[src/rtl/hi_sim_resp_sequencer_if.sv]
// Byte-write, frame-control and status bundle between the ARM-side writer and the response sequencer.
// master drives bytes/frame control and observes status; slave is the sequencer itself.
interface hi_sim_resp_sequencer_if;
  logic [7:0]  wr_data;
  logic        wr_en;
  logic        abort;
  logic        rx_eof;
  logic [15:0] fdt;
  logic        mod_out;
  logic        busy;
  logic        done;
  logic        fifo_full;
  logic        fifo_empty;

  modport master (
    output wr_data, wr_en, abort, rx_eof, fdt,
    input  mod_out, busy, done, fifo_full, fifo_empty
  );

  modport slave (
    input  wr_data, wr_en, abort, rx_eof, fdt,
    output mod_out, busy, done, fifo_full, fifo_empty
  );
endinterface

[src/rtl/hi_sim_resp_sequencer.sv]
// ISO14443A tag response sequencer: buffers bytes, waits fdt after rx_eof, emits SOF/data[/parity]/EOF on mod_out (registered, first SOF cycle fdt+2 after rx_eof).
// No backpressure: writes while full are dropped. Define SIM_SEQ_PARITY_EN to append an odd parity bit to each byte.
module hi_sim_resp_sequencer #(
  parameter int FIFO_DEPTH = 16,
  parameter int BIT_CYCLES = 128
) (
  input  logic                   ck_1356meg,
  input  logic                   reset,
  hi_sim_resp_sequencer_if.slave bus
);

  localparam int AW = $clog2(FIFO_DEPTH);
  localparam int CW = AW + 1;
  localparam int BW = $clog2(BIT_CYCLES);

  typedef enum logic [2:0] {
    IDLE,
    WAIT_FDT,
    SOF,
    DATA,
`ifdef SIM_SEQ_PARITY_EN
    PAR,
`endif
    EOF
  } state_t;

  state_t          state_q, state_d;
  logic [15:0]     fdt_cnt_q, fdt_cnt_d;
  logic [BW-1:0]   bit_cyc_q, bit_cyc_d;
  logic [2:0]      bit_idx_q, bit_idx_d;
  logic [7:0]      byte_q, byte_d;
  logic            mod_out_q, mod_out_d;

  logic [7:0]      mem_q [FIFO_DEPTH];
  logic [7:0]      mem_d [FIFO_DEPTH];
  logic [AW-1:0]   wr_ptr_q, wr_ptr_d;
  logic [AW-1:0]   rd_ptr_q, rd_ptr_d;
  logic [CW-1:0]   count_q, count_d;

  logic            fifo_full, fifo_empty;
  logic            wr_acc, pop, byte_end;
  logic [7:0]      rd_data;
  logic            bit_last, first_half, sc, cur_bit, modulated;

  assign fifo_full  = (count_q == CW'(FIFO_DEPTH));
  assign fifo_empty = (count_q == '0);
  assign wr_acc     = bus.wr_en && !fifo_full && !bus.abort;
  assign rd_data    = mem_q[rd_ptr_q];

  always_comb begin
    mem_d    = mem_q;
    wr_ptr_d = wr_ptr_q;
    rd_ptr_d = rd_ptr_q;
    count_d  = count_q;
    if (bus.abort) begin
      wr_ptr_d = '0;
      rd_ptr_d = '0;
      count_d  = '0;
    end else begin
      if (wr_acc) begin
        mem_d[wr_ptr_q] = bus.wr_data;
        wr_ptr_d        = wr_ptr_q + 1'b1;
      end
      if (pop) begin
        rd_ptr_d = rd_ptr_q + 1'b1;
      end
      case ({wr_acc, pop})
        2'b10:   count_d = count_q + 1'b1;
        2'b01:   count_d = count_q - 1'b1;
        default: count_d = count_q;
      endcase
    end
  end

  // Manchester halves: logic 1 modulates the first half, logic 0 the second.
  assign bit_last   = (bit_cyc_q == BW'(BIT_CYCLES - 1));
  assign first_half = !bit_cyc_q[BW-1];
  assign sc         = !bit_cyc_q[3];
  assign modulated  = cur_bit ? (first_half && sc) : (!first_half && sc);

  always_comb begin
    cur_bit = 1'b1;
    if (state_q == DATA) begin
      cur_bit = byte_q[bit_idx_q];
    end
`ifdef SIM_SEQ_PARITY_EN
    if (state_q == PAR) begin
      cur_bit = ~^byte_q;
    end
`endif
  end

  always_comb begin
    state_d   = state_q;
    fdt_cnt_d = fdt_cnt_q;
    bit_cyc_d = '0;
    bit_idx_d = bit_idx_q;
    byte_d    = byte_q;
    mod_out_d = 1'b0;
    pop       = 1'b0;
    byte_end  = 1'b0;

    case (state_q)
      IDLE: begin
        if (bus.rx_eof && !fifo_empty) begin
          fdt_cnt_d = bus.fdt;
          state_d   = WAIT_FDT;
        end
      end
      WAIT_FDT: begin
        if (fdt_cnt_q == '0) begin
          state_d = SOF;
        end else begin
          fdt_cnt_d = fdt_cnt_q - 1'b1;
        end
      end
      SOF: begin
        bit_cyc_d = bit_cyc_q + 1'b1;
        mod_out_d = modulated;
        byte_end  = bit_last;
      end
      DATA: begin
        bit_cyc_d = bit_cyc_q + 1'b1;
        mod_out_d = modulated;
        if (bit_last) begin
          if (bit_idx_q == 3'd7) begin
`ifdef SIM_SEQ_PARITY_EN
            state_d  = PAR;
`else
            byte_end = 1'b1;
`endif
          end else begin
            bit_idx_d = bit_idx_q + 1'b1;
          end
        end
      end
`ifdef SIM_SEQ_PARITY_EN
      PAR: begin
        bit_cyc_d = bit_cyc_q + 1'b1;
        mod_out_d = modulated;
        byte_end  = bit_last;
      end
`endif
      EOF: begin
        bit_cyc_d = bit_cyc_q + 1'b1;
        if (bit_last) begin
          state_d = IDLE;
        end
      end
      default: state_d = IDLE;
    endcase

    // Bytes appended during transmission extend the frame if they land before the byte boundary.
    if (byte_end) begin
      if (!fifo_empty) begin
        state_d   = DATA;
        pop       = 1'b1;
        byte_d    = rd_data;
        bit_idx_d = '0;
      end else begin
        state_d = EOF;
      end
    end

    if (bus.abort) begin
      state_d   = IDLE;
      pop       = 1'b0;
      mod_out_d = 1'b0;
      fdt_cnt_d = '0;
      bit_cyc_d = '0;
      bit_idx_d = '0;
    end
  end

  always_ff @(posedge ck_1356meg or posedge reset) begin
    if (reset) begin
      state_q   <= IDLE;
      fdt_cnt_q <= '0;
      bit_cyc_q <= '0;
      bit_idx_q <= '0;
      byte_q    <= '0;
      mod_out_q <= 1'b0;
      wr_ptr_q  <= '0;
      rd_ptr_q  <= '0;
      count_q   <= '0;
      mem_q     <= '{default: '0};
    end else begin
      state_q   <= state_d;
      fdt_cnt_q <= fdt_cnt_d;
      bit_cyc_q <= bit_cyc_d;
      bit_idx_q <= bit_idx_d;
      byte_q    <= byte_d;
      mod_out_q <= mod_out_d;
      wr_ptr_q  <= wr_ptr_d;
      rd_ptr_q  <= rd_ptr_d;
      count_q   <= count_d;
      mem_q     <= mem_d;
    end
  end

  assign bus.mod_out    = mod_out_q;
  assign bus.busy       = (state_q != IDLE);
  assign bus.done       = (state_q == EOF) && bit_last && !bus.abort;
  assign bus.fifo_full  = fifo_full;
  assign bus.fifo_empty = fifo_empty;

endmodule

[src/flat_wrapper.sv]
// flat-port wrapper written by rule: the top's interface ports become plain ports
module hi_sim_resp_sequencer_flat 
#(
  parameter int FIFO_DEPTH = 16,
  parameter int BIT_CYCLES = 128
)
  (ck_1356meg, reset, bus_wr_data, bus_wr_en, bus_abort, bus_rx_eof, bus_fdt, bus_mod_out, bus_busy, bus_done, bus_fifo_full, bus_fifo_empty);
  hi_sim_resp_sequencer_if bus_i ();
  input  logic ck_1356meg;
  input  logic reset;
  input wire logic [$bits(bus_i.wr_data)-1:0] bus_wr_data;
  input wire logic [$bits(bus_i.wr_en)-1:0] bus_wr_en;
  input wire logic [$bits(bus_i.abort)-1:0] bus_abort;
  input wire logic [$bits(bus_i.rx_eof)-1:0] bus_rx_eof;
  input wire logic [$bits(bus_i.fdt)-1:0] bus_fdt;
  output wire logic [$bits(bus_i.mod_out)-1:0] bus_mod_out;
  output wire logic [$bits(bus_i.busy)-1:0] bus_busy;
  output wire logic [$bits(bus_i.done)-1:0] bus_done;
  output wire logic [$bits(bus_i.fifo_full)-1:0] bus_fifo_full;
  output wire logic [$bits(bus_i.fifo_empty)-1:0] bus_fifo_empty;
  assign bus_i.wr_data = bus_wr_data;
  assign bus_i.wr_en = bus_wr_en;
  assign bus_i.abort = bus_abort;
  assign bus_i.rx_eof = bus_rx_eof;
  assign bus_i.fdt = bus_fdt;
  assign bus_mod_out = bus_i.mod_out;
  assign bus_busy = bus_i.busy;
  assign bus_done = bus_i.done;
  assign bus_fifo_full = bus_i.fifo_full;
  assign bus_fifo_empty = bus_i.fifo_empty;
  hi_sim_resp_sequencer #(.FIFO_DEPTH(FIFO_DEPTH), .BIT_CYCLES(BIT_CYCLES)) u_core (.ck_1356meg(ck_1356meg), .reset(reset), .bus(bus_i));
endmodule
[config.mk]
export PLATFORM = sky130hd
export DESIGN_NAME = hi_sim_resp_sequencer_flat
export DESIGN_NICKNAME = d
export VERILOG_FILES = /design/src/rtl/hi_sim_resp_sequencer_if.sv /design/src/rtl/hi_sim_resp_sequencer.sv /design/src/flat_wrapper.sv
export SDC_FILE = /design/constraint.sdc
export NUM_CORES = 1
export LEC_CHECK = 0
export CORE_AREA = 2 2 124 126
export CTS_CLUSTER_DIAMETER = 60
export DETAILED_ROUTE_END_ITERATION = 10
export DIE_AREA = 0 0 126 128
export GPL_ROUTABILITY_DRIVEN = 0
export PLACE_DENSITY = 0.84
export SYNTH_ARGS = -nofsm -noshare
export SYNTH_HDL_FRONTEND = slang
export SYNTH_SLANG_ARGS = --single-unit
export TNS_END_PERCENT = 100
[constraint.sdc]
create_clock -name ck_1356meg -period 7.1 [get_ports ck_1356meg]
set_clock_uncertainty 0.15 [all_clocks]
set_input_delay 1.42 -clock ck_1356meg [delete_from_list [all_inputs] [get_ports ck_1356meg]]
set_output_delay 1.42 -clock ck_1356meg [all_outputs]
set_load 0.01 [all_outputs]
* After elaboration in Yosys (flattened, before gate mapping)
Cells that the tools add are included.
** Storage, ports and cells
- Output and inout bits :: 5
- Flip-flop bits (word level) :: 179
- Bits of input ports :: 29
** Operators by class
- Reductions and logical operators :: 27
- Order comparisons :: 4
- Bitwise operators :: 4
- Mux-type cells :: 43
- Eq/ne operators :: 15
- Add/subtract/negate cells :: 7
** Operator list (count)
- 128-bit bitwise mux :: 1
- 16-bit 2-to-1 mux :: 3
- 3-bit 2-to-1 mux :: 12
- 8-bit binary-select mux with 4-bit select :: 1
- 8-bit demux with 4-bit select :: 1
- 16-bit case mux with 2 select lines :: 1
- 8-bit 2-to-1 mux :: 3
- 16-bit logical NOT :: 1
- 4-bit 2-to-1 mux :: 4
- 16-bit by 1-bit subtractor with 16-bit output (second input constant) :: 1
- 7-bit 2-to-1 mux :: 2
- 4-bit by 2-bit != test with 1-bit output (second input constant) :: 3
- 3-bit case mux with 4 select lines :: 1
- 5-bit >= comparator (second input constant) :: 2
- 1-bit 2-to-1 mux :: 10
- 4-bit inverter with 5-bit output :: 2
- 5-bit case mux with 2 select lines :: 1
- 3-bit nonzero test :: 3
- 4-bit by 1-bit adder with 4-bit output (second input constant) :: 2
- 1-bit logical AND :: 8
- 7-bit by 1-bit adder with 7-bit output (second input constant) :: 1
- 7-bit == test (second input constant) :: 1
- 3-bit by 2-bit == test with 1-bit output (second input constant) :: 2
- 3-bit == test (second input constant) :: 2
- other kinds (25) :: 32

* Longest topological paths before layout
- Depth in word-level cells :: 9
- Mapped depth :: 12

* Worst setup path after synthesis
OpenSTA, ideal clock, no wires.
- Path kind :: input-to-output
- Start :: in bus_abort
- End :: out bus_done
- Path buffers :: 1
- Stages :: 2
- Required time :: 5530 ps
- Slack :: 3470 ps
- Data arrival time :: 2060 ps
- Path through :: clkbuf_1 -> nor4_1
** Between the ends
- Cells in the longest elaborated chain, start to end :: 2
** RTL lines
- start, declared :: RTL line flat_wrapper.sv:13 : input wire logic [$bits(bus_i.abort)-1:0] bus_abort;
- 1-bit logical NOT :: RTL line hi_sim_resp_sequencer.sv:203 : assign bus.done = (state_q == EOF) && bit_last && !bus.abort;
- 1-bit logical AND :: RTL line hi_sim_resp_sequencer.sv:203
- end, declared :: RTL line flat_wrapper.sv:18 : output wire logic [$bits(bus_i.done)-1:0] bus_done;
Every way passes these cells.

* Worst setup path after layout
Same ends and word-level chain as after synthesis.

==> qor.txt <==
Outcome = complete, no violations
Hold buffers post-CTS = 0
Core area = 0.01486 mm^2
Most common cell after layout, fill and taps aside = dfrtp_1
Final TNS setup = 0 ps
WL/cell = 21.09 um
Vias = 5698
Crit path launch type = input port
CTS tree = yes
Sequential share of the synthesized area = 50.98%
Yosys warnings = 0
Num CTS Buffers = 17
Synthesized instance count = 669
Setup Viol. Count Final = 0
Number of routed nets with antenna violations = 0
CTS root buf = clkbuf_16
1st-iter DRT viols = 545
RSZ-0062 raised after global routing = false
Die width = 126 um
Most frequent cells in the layout = 177 x dfrtp_1, 128 x mux2_2, 42 x nor2_1
FF+latch count, synth = 179
I/O Pins = 34
Worst Setup Slack, final = 2245 ps
Synth cell types = 53
CP Max Fanout = 22
Lkg Pwr = 4.298 nW
Final Cycle Share = 68.39%
Critical path data arrival time = 3290 ps
Net count, final = 730
Via/cell ratio = 6.402
Largest net degree at the start of global routing = 121
First-pass DRT Iterations = 5
Area grow syn2layout = 11.36%
H-tree levels = 4
Antenna violations before repair = 0
Die Span Y = 128 um
Crit path cell chain = clkdlybuf4s50_1, nor4_1, clkdlybuf4s50_1
Main area contributors after synthesis = dfrtp_1 51%, mux2_2 16%, mux4_2 8.7%, mux2i_1 2.2%, nor2_1 1.8%
# DRC = 0
Worst hold-check path type = flop to flop
Die Area = 0.01613 mm^2
Most frequent CP cell = clkdlybuf4s50_1
PwrDens = 241.9 mW/mm^2
Overall power = 0.002367 W
Crit path largest cell delay = 840 ps
CP top delay family = buffers and inverters
CTS sink count = 179
PortBufs = 33
Clock Path Buffers = 2
CP Class = input port to output port
Mean Syn Cell Area = 13.13 um^2
Total wire length = 18770 um
Syn nets = 710
Setup bufs post-CTS = 0
F_max = 206.0 MHz
CTS resizes = 0
Total Routing Usage GR = 25.12%
Top_reg_cell synth = dfrtp_1
Post-place setup slack = 2234 ps
Post-DP HPWL = 12160 um
GR Overflow Total = 0
EDFF count, synth = 0
Worst-margin pin slew = 1332 ps
Slew Viols, Final = 0
Clk_lat worst skew = 430 ps
Cell taking the most area after synthesis = dfrtp_1
Slowest library cell on the worst path = clkdlybuf4s50_1
Max-Cap Viols = 0
Setup crit end kind = output port
Final Hold Vio Count = 0
Post-synth ARST share = 100.0%
Starting density of the core = 59.12%
Yosys top cell area share = 50.98%
Worst vdd ir = 184.6 uV
Crit path time final = 4855 ps
Slew margin rel. = 11.02%
WP buf/inv = 2
First-pass GRT wire length = 31590 um
Reg clk slew, reported paths = 60 ps
FP Rows = 45
Vias in the first global route = 6128
Post-Syn Area = 0.008787 mm^2
Fillers = 1084
Worst EP required = 5530 ps
Layout cells sized above 1 = 31.62%
Inserted Diodes = 0
## cells by family after synthesis
logic type	after synthesis	share of synthesized area, %
simple gates	146	8.899
mux	181	27.28
flops	179	50.98
buf+inv	47	2.378
compound gates	90	7.276
xor+xnor	14	1.395
fa+ha+maj	12	1.794
## worst paths after layout
kind	to	slack, ps	from	cells after the start
max	bus_done	2240	bus_abort	3
max reg2reg	u_core.count_q[4]	3380	u_core.bit_idx_q[0]	12
min in group asynchronous	u_core.fdt_cnt_q[4]	1490	reset	2
min reg2reg	u_core.bit_cyc_q[0]	310	u_core.bit_cyc_q[0]	1
max in group asynchronous	u_core.mem_q[60]	3960	reset	3
min	u_core.bit_cyc_q[0]	310	u_core.bit_cyc_q[0]	1
## per-layer routing
| metal | up-vias | global-route usage (%) | wire length (um) | part of all wire, % |
|---|---|---|---|---|
| met5 | - | 0 | 0 | 0 |
| met4 | 0 | 9.308 | 378 | 2.0 |
| met2 | 165 | 42.54 | 9538 | 51 |
| met1 | 2955 | 32.44 | 8046 | 43 |
| li1 | 2544 | - | - | - |
| met3 | 34 | 5.092 | 812 | 4.3 |
## where the power goes
group	total [W]	internal [W]	leakage, nW	switching [W]
Sequential	0.00115	0.00110	2.43	0.0000532
Clock	0.000917	0.000493	0.276	0.000424
Combinational	0.000299	0.000142	1.59	0.000157
## synthesized netlist by cell type (7+ instances only)
cell type  count
mux2i_1       19
a221oi_1       8
mux4_2        34
xnor2_1        9
nor4_1         8
o22ai_1        7
nand3_2       12
a21oi_1       22
mux2_2       128
clkbuf_1      23
nand2_1       28
o21ai_0       18
nor3_1        16
nand3_1       11
inv_1         13
dfrtp_1      179
o2bb2ai_1     15
ha_1          11
nor2_1        42
## sequential cells by signal, indices dropped and copies added (netlist names)
signal	count
u_core.wr_ptr_q	4
u_core.bit_cyc_q	7
u_core.state_q	3
u_core.mem_q	128
u_core.bus.mod_out	1
u_core.rd_ptr_q	4
u_core.byte_q	8
u_core.fdt_cnt_q	16
u_core.count_q	5
u_core.bit_idx_q	3
## area by class of cell
type | instances | area, um^2 | share of cell area (%)
clock buffers | 17 | 425.4 | 4.347
multi-input cells | 443 | 4099 | 41.89
inverters | 13 | 53.80 | 0.5498
well taps | 188 | 235.2 | 2.404
repair buffers | 35 | 345.3 | 3.529
flip-flops and latches | 179 | 4482 | 45.80
clock inverters | 15 | 145.1 | 1.483
## stage by stage
stage | utilization (%) | std cells | instance area, um^2 | hold slack, ps
2_1_floorplan | - | 669 | 8787 | 275.1
3_3_place_gp | 61.99 | 858 | 9215 | 287.9
3_5_place_dp | 61.99 | 858 | 9215 | 305.6
4_1_cts | 65.83 | 890 | 9786 | 319.2
5_1_grt | 65.83 | 890 | 9786 | 348.3
6_report | 65.83 | 890 | 9786 | 312.6
Note: power is estimated with default switching activity, not from simulation.
